--- src/rtl/cva5_types.sv ---
// Shared CVA5 type package (slice used by the writeback commit path).
//
// Contents:
//   LOG2_MAX_IDS     width of an instruction ID
//   MAX_WB_UNITS     upper bound on writeback requesters sharing one commit port
//   id_t             instruction ID
//   phys_addr_t      physical register-file address (6 bits)
//   wb_packet_t      per-unit writeback result {id, valid, data}
//   commit_packet_t  register-file commit {id, valid, phys_addr, data}
//   wrap_inc()       modulo-n increment used by round-robin pointers
package cva5_types;

  localparam int LOG2_MAX_IDS = 3;
  localparam int MAX_WB_UNITS = 8;

  typedef logic [LOG2_MAX_IDS-1:0] id_t;
  typedef logic [5:0]              phys_addr_t;

  typedef struct packed {
    id_t         id;
    logic        valid;
    logic [31:0] data;
  } wb_packet_t;

  typedef struct packed {
    id_t         id;
    logic        valid;
    phys_addr_t  phys_addr;
    logic [31:0] data;
  } commit_packet_t;

  // Index after idx in a ring of n entries; n-1 wraps back to 0.
  function automatic int wrap_inc(input int idx, input int n);
    return (idx >= n - 1) ? 0 : idx + 1;
  endfunction

endpackage

--- src/rtl/rr_priority_select.sv ---
// Round-robin request selector, purely combinational.
//
// Grants the first asserted request at or after ptr, scanning upward and
// wrapping modulo NUM_REQ. Reusable by any arbiter that keeps its own pointer.
//
// Ports:
//   req         in   NUM_REQ  request vector
//   ptr         in   IDX_W    first index to consider (must be < NUM_REQ)
//   grant       out  NUM_REQ  one-hot grant (all zero when no request)
//   grant_idx   out  IDX_W    index of the granted request (0 when none)
//   grant_valid out  1        at least one request was asserted
module rr_priority_select #(
  parameter int NUM_REQ = 4,
  parameter int IDX_W   = (NUM_REQ > 1) ? $clog2(NUM_REQ) : 1
) (
  input  logic [NUM_REQ-1:0] req,
  input  logic [IDX_W-1:0]   ptr,
  output logic [NUM_REQ-1:0] grant,
  output logic [IDX_W-1:0]   grant_idx,
  output logic               grant_valid
);

  always_comb begin
    int idx;
    // NOTE: every output gets a default before any conditional assignment, so
    // no path leaves a signal unassigned and no latch is inferred.
    idx         = 0;
    grant       = '0;
    grant_idx   = '0;
    grant_valid = 1'b0;

    // Scan from the farthest offset down to offset 0; the last hit written is
    // the one closest to ptr, which is the round-robin winner.
    for (int k = NUM_REQ - 1; k >= 0; k--) begin
      idx = int'(ptr) + k;
      if (idx >= NUM_REQ) begin
        idx = idx - NUM_REQ;
      end
      if (req[idx]) begin
        grant_idx   = IDX_W'(idx);
        grant_valid = 1'b1;
      end
    end

    if (grant_valid) begin
      grant[grant_idx] = 1'b1;
    end
  end

endmodule

--- src/rtl/writeback_commit_arbiter.sv ---
// Writeback commit arbiter.
//
// Shares one register-file commit port between NUM_UNITS execution-unit
// writeback ports. Round-robin among units, with an optional fixed-priority
// unit (PRIORITY_UNIT >= 0) whose results cannot stall. The grant is
// combinational (wb_ack); the granted result is registered onto commit one
// cycle later. The commit port never back-pressures.
//
// Parameters:
//   NUM_UNITS      number of writeback requesters, 2..MAX_WB_UNITS
//   PRIORITY_UNIT  unit that always wins when valid; -1 = pure round-robin
//
// Ports:
//   clk                in   1               rising-edge clock
//   rst                in   1               asynchronous reset, active-low
//   wb_packet          in   NUM_UNITS x wb_packet_t  per-unit {id, valid, data}
//   wb_phys_addr       in   NUM_UNITS x phys_addr_t  per-unit destination
//   wb_ack             out  NUM_UNITS       one-hot grant; unit drops its result
//   writeback_supress  in   1               block all grants this cycle
//   commit             out  commit_packet_t registered {id, valid, phys_addr, data}
//   grant_unit         out  3               unit that produced commit
module writeback_commit_arbiter
  import cva5_types::*;
#(
  parameter int NUM_UNITS     = 4,
  parameter int PRIORITY_UNIT = 0
) (
  input  logic                 clk,
  input  logic                 rst,
  input  wb_packet_t           wb_packet    [NUM_UNITS],
  input  phys_addr_t           wb_phys_addr [NUM_UNITS],
  output logic [NUM_UNITS-1:0] wb_ack,
  input  logic                 writeback_supress,
  output commit_packet_t       commit,
  output logic [2:0]           grant_unit
);

  localparam int IDX_W        = $clog2(NUM_UNITS);
  localparam bit HAS_PRIORITY = (PRIORITY_UNIT >= 0);
  localparam int PRI_IDX      = HAS_PRIORITY ? PRIORITY_UNIT : 0;

  logic [NUM_UNITS-1:0] req;
  logic [NUM_UNITS-1:0] rr_grant;
  logic [IDX_W-1:0]     rr_idx;
  logic                 rr_valid;

  logic                 grant_en;
  logic                 pri_hit;
  logic                 grant_any;
  logic [IDX_W-1:0]     sel_idx;

  logic [IDX_W-1:0]     rr_ptr_d, rr_ptr_q;
  commit_packet_t       commit_d, commit_q;
  logic [2:0]           grant_unit_d, grant_unit_q;

  always_comb begin
    req = '0;
    for (int i = 0; i < NUM_UNITS; i++) begin
      req[i] = wb_packet[i].valid;
    end
  end

  rr_priority_select #(
    .NUM_REQ (NUM_UNITS),
    .IDX_W   (IDX_W)
  ) u_rr_select (
    .req         (req),
    .ptr         (rr_ptr_q),
    .grant       (rr_grant),
    .grant_idx   (rr_idx),
    .grant_valid (rr_valid)
  );

  // Reset is folded into the grant enable so no unit is told to drop a
  // result while the commit register is being held in reset.
  assign grant_en = rst & ~writeback_supress;
  assign pri_hit  = HAS_PRIORITY && req[PRI_IDX];

  // Grant selection: the priority unit overrides the round-robin winner and
  // does not move the pointer; only round-robin grants advance it.
  always_comb begin
    wb_ack    = '0;
    sel_idx   = '0;
    grant_any = 1'b0;
    rr_ptr_d  = rr_ptr_q;
    if (grant_en) begin
      if (pri_hit) begin
        wb_ack[PRI_IDX] = 1'b1;
        sel_idx         = IDX_W'(PRI_IDX);
        grant_any       = 1'b1;
      end else if (rr_valid) begin
        wb_ack    = rr_grant;
        sel_idx   = rr_idx;
        grant_any = 1'b1;
        rr_ptr_d  = IDX_W'(wrap_inc(int'(rr_idx), NUM_UNITS));
      end
    end
  end

  // Commit payload and trace index hold their last value on idle cycles;
  // only valid drops, which keeps the wide data bus from toggling.
  always_comb begin
    commit_d       = commit_q;
    commit_d.valid = 1'b0;
    grant_unit_d   = grant_unit_q;
    if (grant_any) begin
      commit_d.id        = wb_packet[sel_idx].id;
      commit_d.valid     = 1'b1;
      commit_d.phys_addr = wb_phys_addr[sel_idx];
      commit_d.data      = wb_packet[sel_idx].data;
      grant_unit_d       = 3'(sel_idx);
    end
  end

  // NOTE: state registers use non-blocking assignments so every flop samples
  // its _d value from before the edge, independent of statement order.
  always_ff @(posedge clk or negedge rst) begin
    if (!rst) begin
      rr_ptr_q     <= '0;
      commit_q     <= '0;
      grant_unit_q <= '0;
    end else begin
      rr_ptr_q     <= rr_ptr_d;
      commit_q     <= commit_d;
      grant_unit_q <= grant_unit_d;
    end
  end

  assign commit     = commit_q;
  assign grant_unit = grant_unit_q;

endmodule
--- config.mk ---
export PLATFORM = sky130hd
export DESIGN_NAME = writeback_commit_arbiter
export DESIGN_NICKNAME = d
export VERILOG_FILES = /design/src/rtl/cva5_types.sv /design/src/rtl/rr_priority_select.sv /design/src/rtl/writeback_commit_arbiter.sv
export SDC_FILE = /design/constraint.sdc
export NUM_CORES = 1
export LEC_CHECK = 0
export BUFFER_PORTS_ARGS = -buffer_cell sky130_fd_sc_hd__buf_2
export CORE_MARGIN = 4
export CORE_UTILIZATION = 41
export DETAILED_ROUTE_END_ITERATION = 8
export HOLD_SLACK_MARGIN = 0.03
export PLACE_DENSITY = 0.85
export SYNTH_ARGS = -nofsm -noshare
export SYNTH_HDL_FRONTEND = slang
export SYNTH_HIERARCHICAL = 1
export SYNTH_SLANG_ARGS = --single-unit
export TNS_END_PERCENT = 30
--- constraint.sdc ---
create_clock -name clk -period 2.7 [get_ports clk]
set_input_delay 0.27 -clock clk [delete_from_list [all_inputs] [get_ports clk]]
set_output_delay 0.27 -clock clk [all_outputs]
set_load 0.02 [all_outputs]
Yosys cells after proc, flatten, opt, wreduce, memory -nomap -nowiden

Cells that the tools add are included.

Add/subtract/negate cells: 8
Multiply operators: 0
Div/mod/pow operators: 0
Order comparisons: 12
Equal/unequal tests: 0
Shift operators: 0
Muxes and demuxes: 44
Bitwise logic cells: 4
Reductions and logical operators: 2

Operators with widths:

| operator                                                                | number |
|---|---|
| 32-bit by 4-bit < comparator with 1-bit output (second input constant)  | 4 |
| 32-bit 2-to-1 mux                                                       | 4 |
| 32-bit by 4-bit >= comparator with 1-bit output (second input constant) | 3 |
| 32-bit by 4-bit subtractor with 32-bit output (second input constant)   | 3 |
| 36-bit binary-select mux with 2-bit select                              | 1 |
| 36-bit 2-to-1 mux                                                       | 2 |
| 39-bit 2-to-1 mux                                                       | 1 |
| 1-bit 2-to-1 mux                                                        | 17 |
| 2-bit 2-to-1 mux                                                        | 8 |
| 6-bit binary-select mux with 2-bit select                               | 1 |
| 6-bit 2-to-1 mux                                                        | 2 |
| 1-bit binary-select mux with 2-bit select                               | 4 |
| 4-bit 2-to-1 mux                                                        | 2 |
| 2-bit by 2-bit adder with 3-bit output (second input constant)          | 2 |
| 2-bit by 3-bit subtractor with 4-bit output (second input constant)     | 1 |
| 2-bit by 1-bit adder with 3-bit output (second input constant)          | 1 |
| 2-bit by 3-bit >= comparator with 1-bit output (second input constant)  | 1 |
| 3-bit >= comparator (second input constant)                             | 1 |
| 2-bit by 3-bit < comparator with 1-bit output (second input constant)   | 1 |
| 3-bit 2-to-1 mux                                                        | 1 |
| 2-bit inverter with 3-bit output                                        | 1 |
| 3-bit AND reduction                                                     | 1 |
| 2-bit by 1-bit adder with 2-bit output (second input constant)          | 1 |
| 1-bit demux with 2-bit select                                           | 1 |
| 5 further kinds                                                         | 6 |

Flip-flop bits (word level): 46
Latch bits: 0
RAM bits: 0
Memory bits (read-only): 0
Input port bits: 171
Word-level logic and storage cells: 76
Memories: 0

Longest topological paths before layout

Word-level depth: 18
Gate-level depth with buffers: 10
Mapped depth without buffers: 7

Hierarchy

The synthesis kept the hierarchy.

Modules (own cells, without submodules):

| module                   | times used | cells an instance | area an instance (um^2) |
|---|---|---|---|
| writeback_commit_arbiter | 1          | 310               | 2796.4 |
| rr_priority_select       | 1          | 33                | 211.5 |

Worst setup path after synthesis

OpenSTA, ideal clock, no wires.

Kind: register to register
From: register rr_ptr_q[1]
To: register commit_q (netlist bit commit[30])
Arrival: 1.919 ns
Required time: 2.559 ns
Slack: 0.640 ns
Stages on the path, launching flop included: 10
Clock period less this slack: 2.060 ns
Cells stage by stage: dfrtp_1 > buf_6 > a21boi_0 > o22ai_1 > a31oi_1 > buf_4 > clkbuf_1 > mux2_2 > o22ai_1 > a31oi_1

Word-level cells in the longest chain between the ends: 17
Elaborated cells between the ends (all ways): 45
Classes of those cells: 7 x add/sub; 4 x order compare; 33 x mux; 1 x bitwise

Ends and longest elaborated chain:

| item                                                                                                             | RTL line                                           | source |
|---|---|---|
| start, declared                                                                                                  | writeback_commit_arbiter.sv:52                     | `logic [IDX_W-1:0] rr_ptr_d, rr_ptr_q;` |
| start signal, assigned                                                                                           | writeback_commit_arbiter.sv:123                    | `rr_ptr_q <= rr_ptr_d;` |
| 2-bit by 2-bit adder with 3-bit output                                                                           | rr_priority_select.sv:35                           | `idx = int'(ptr) + k;` |
| 32-bit by 4-bit subtractor with 32-bit output or 32-bit by 4-bit >= comparator with 1-bit output (tied branches) | rr_priority_select.sv:37, rr_priority_select.sv:36 |  |
| 32-bit 2-to-1 mux                                                                                                | rr_priority_select.sv:36                           | `if (idx >= NUM_REQ) begin` |
| 1-bit binary-select mux with 2-bit select                                                                        | rr_priority_select.sv:39                           | `if (req[idx]) begin` |
| 1-bit 2-to-1 mux (implied by the code) (2 in series)                                                             | rr_priority_select.sv:39                           |  |
| 2-bit 2-to-1 mux (3 in series)                                                                                   | rr_priority_select.sv:39                           |  |
| 2-bit 2-to-1 mux (*)                                                                                             | rr_priority_select.sv:39                           |  |
| via rr_idx[0]                                                                                                    | writeback_commit_arbiter.sv:44                     | `logic [IDX_W-1:0] rr_idx;` |
| 2-bit 2-to-1 mux (*)                                                                                             | writeback_commit_arbiter.sv:91                     | `end else if (rr_valid) begin` |
| 2-bit 2-to-1 mux (*)                                                                                             | writeback_commit_arbiter.sv:87                     | `if (pri_hit) begin` |
| 2-bit 2-to-1 mux (*)                                                                                             | writeback_commit_arbiter.sv:86                     | `if (grant_en) begin` |
| 2-bit inverter with 3-bit output (implied by the code) (*)                                                       | writeback_commit_arbiter.sv:110                    | `commit_d.data = wb_packet[sel_idx].data;` |
| 36-bit binary-select mux with 2-bit select (*)                                                                   | writeback_commit_arbiter.sv:110                    |  |
| 36-bit 2-to-1 mux (implied by the code) (*) (2 in series)                                                        | writeback_commit_arbiter.sv:110                    |  |
| end signal, assigned                                                                                             | writeback_commit_arbiter.sv:124                    | `commit_q <= commit_d;` |
| end, declared                                                                                                    | writeback_commit_arbiter.sv:53                     | `commit_packet_t commit_d, commit_q;` |

Mark *: on every way through the listed nets, which the timed path passes. The rest lies on a longest branch. The select of a mux whose other input is x is not followed.
A chain may end at the register's enable or synchronous reset.

Worst setup path after layout

From: register rr_ptr_q[1]
To: register commit_q (netlist bit commit[12])

Same word-level chain as after synthesis.

==> flow_metrics.env <==
export IMPL_whs_endpoint="commit[5]"
export IMPL_worstPathArrival_ps=2460
export IMPL_hp_class="in2reg"
export IMPL_synthArstFlopShare_pct=100
export IMPL_gp_congestion=0.855
export IMPL_wl_mm=10.5
export IMPL_worst_slack_ps=455
export IMPL_r2r_setup_slack_ps=460
export IMPL_ys_flop_type="dfrtp_1"
export IMPL_vias=3472
export IMPL_maxSlewHeadroom_pct=59.2
export IMPL_die_h_um=93.7
export IMPL_fin_crit_sh_pct=83.1
export IMPL_crit_reg2reg_launch="rr_ptr_q[1]"
export IMPL_yosysTopAreaCellShare_pct=38.3
export IMPL_fmax_ghz=0.445
export IMPL_ant_nets=0
export IMPL_cts_resized=0
export IMPL_die_w_um=93.7
export IMPL_setup_viol=0
export IMPL_die_area_sq_um=8770
export IMPL_power_density_nw_per_um2=653
export IMPL_tritoncts="built"
export IMPL_p_leak_uw=0.00218
export IMPL_fin_worst_skew_ps=4.76
export IMPL_min_path_cells=3
export IMPL_place_ws_ps=505
export IMPL_grt_pass1_wl_mm=16.0
export IMPL_crit_fanout=40
export IMPL_initial_utilization_pct=43.3
export IMPL_hold_viol_final=0
export IMPL_synth_area_leaders="dfrtp_1 38%, mux2_2 12%, nand2_1 8.6%, o22ai_1 8.5%, a31oi_1 6.9%"
export IMPL_cts_max_path_buffers=2
export IMPL_via_per_inst=5.41
export IMPL_drv_slew=0
export IMPL_synthCells=343
export IMPL_worst_setup_path_end_kind="flop"
export IMPL_worst_r2r_endpoint="commit[12]"
export IMPL_antenna_found_initial=0
export IMPL_rsz0062_at_grt="no"
export IMPL_r2r_cells=8
export IMPL_tightest_slew_ps=610
export IMPL_areaGrowthSynthToFinish_pct=40.5
export IMPL_worstHoldStart="wb_packet[77]"
export IMPL_finalCriticalPeriod_ps=2240
export IMPL_yosys_area_top_type="dfrtp_1"
export IMPL_worstSetupPathType="reg2reg"
export IMPL_htreeDepth=2
export IMPL_overflow=0
export IMPL_synth_most_common_cell="nand2_1"
export IMPL_cp_start_kind="flop"
export IMPL_cap_violations=0
export IMPL_placed_cells=633
export IMPL_synth_commonest_cells="69 x nand2_1, 46 x dfrtp_1, 41 x o22ai_1"
export IMPL_avgSynthCellArea_sq_um=8.77
export IMPL_fin_cells=642
export IMPL_synth_edf_count=0
export IMPL_nets=717
export IMPL_finalSetupTns_ps=0
export IMPL_drtPass1Iterations=4
export IMPL_synth_warnings=6
export IMPL_mappedNetlistArea_sq_um=3010
export IMPL_peakVddDrop_v=0.000317
export IMPL_yosysUniqueCellTypes=34
export IMPL_clk_pin_slew_worst_paths_ps=90
export IMPL_cp_required_ps=2910
export IMPL_wl_per_cell_um=16.3
export IMPL_drive_above_1_share_pct=50.0
export IMPL_grt_pass1_vias=3528
export IMPL_syn_nets=515
export IMPL_status="finished clean"
export IMPL_std_cell_rows=30
export IMPL_drc=0
export IMPL_insertion_delay_ps=290
export IMPL_grtUsageTotal_pct=22.6
export IMPL_cts_sinks=46
export IMPL_grt_max_degree=41
export IMPL_cts_root_buf="clkbuf_8"
export IMPL_cts_buffers=5
export IMPL_yosysSeqAreaShare_pct=38.3
export IMPL_ios=220
export IMPL_diodes=0
export IMPL_io_buffers=218
export IMPL_drt_iter0_markers=155
export IMPL_ys_ff_latch=46
export IMPL_hpwl_mm=8.09
export IMPL_core_sq_um=6940
-- critical path, cell delays in order, from the launching register on --
cell	delay (ps)
dfrtp_1	560
a21oi_1	110
o21ai_1	130
o2bb2a_1	320
nand2b_1	230
a21oi_4	140
buf_4	390
a21oi_1	80
o22ai_1	190
-- cell families (layout without fill, tap and decap cells) --
kind of cell | count (synthesis) | after routing | synth area share (%)
AO/OA/AOI/OAI | 110 | 110 | 23.3
adder cells (fa/ha/maj) | 1 | 1 | 0.416
buffers and inverters | 42 | 245 | 7.65
flip-flops | 46 | 46 | 38.3
multiplexers | 44 | 44 | 16.0
other | 1 | 1 | 0.125
AND/OR/NAND/NOR | 99 | 99 | 14.3
-- stage by stage --
stage               hold WS (ps)  total power (uW)  cell area [sq um]  utilization (%)
floorplan                  -25.6              1880               3010                -
global placement            88.6              2290               4120             59.4
detailed placement          89.0              2340               4120             59.4
CTS                          211              2780               4230             60.8
global route                 212              2930               4230             60.8
finish                       223              2760               4230             60.8
-- registers in the layout, indices dropped and copies added, names as in the netlist --
signal,cells
commit,42
grant_unit,2
rr_ptr_q,2
-- final cells by class --
class                           count  area (sq um)
Clock buffer                        7          86.3
Clock inverter                      1          5.00
Fill cell                         601          2720
Inverter                            7          26.3
Multi-Input combinational cell    255          1650
Sequential cell                    46          1150
Tap cell                           96           120
Timing Repair Buffer              230          1180
-- cell usage in the layout, fill, tap and decap left out, types with 3 or more instances in the layout --
cell      Yosys  routed
dfrtp_1      46      46
inv_1         6       6
o22ai_1      41      41
mux2i_1      11      11
mux2_2       31      31
and3_1        9       9
clkbuf_8      0       6
nor2_1        9       9
nand2_1      69      69
buf_4         9      11
o21ai_1       3       3
and2_1        5       5
a21oi_1      14      13
a31oi_1      33      32
buf_2        13     218
a211oi_1      9       9
-- worst max path at each step --
stage	from	end	slack [ps]	cells after the start
after floorplan	rr_ptr_q[1]	commit[30]	640	9
after global placement	rr_ptr_q[1]	commit[26]	590	7
after detailed placement	rr_ptr_q[1]	commit[22]	500	7
after CTS	rr_ptr_q[1]	commit[22]	470	7
after global routing	rr_ptr_q[1]	commit[26]	260	8
final	rr_ptr_q[1]	commit[12]	460	8
-- where the power goes --
part / switching, uW / leakage (uW) / internal, uW
clock: 227 / 0.0000482 / 207
sequential: 127 / 0.000523 / 866
combinational: 734 / 0.00161 / 598
-- what timing repair did --
item,CTS,global route
endpoints found under the hold margin,2,0
hold buffers,1,0
buffers inserted,0,0
-- routing by layer --
metal | global-route usage (%) | share of wire [%] | up-vias
met3 | 5.93 | 10 | 24
met4 | 7.46 | 2.2 | 0
met2 | 42.8 | 52 | 211
met1 | 24.2 | 36 | 1582
met5 | 0 | 0 | -
li1 | - | - | 1655
No activity file was read; power rests on OpenSTA's default activity.
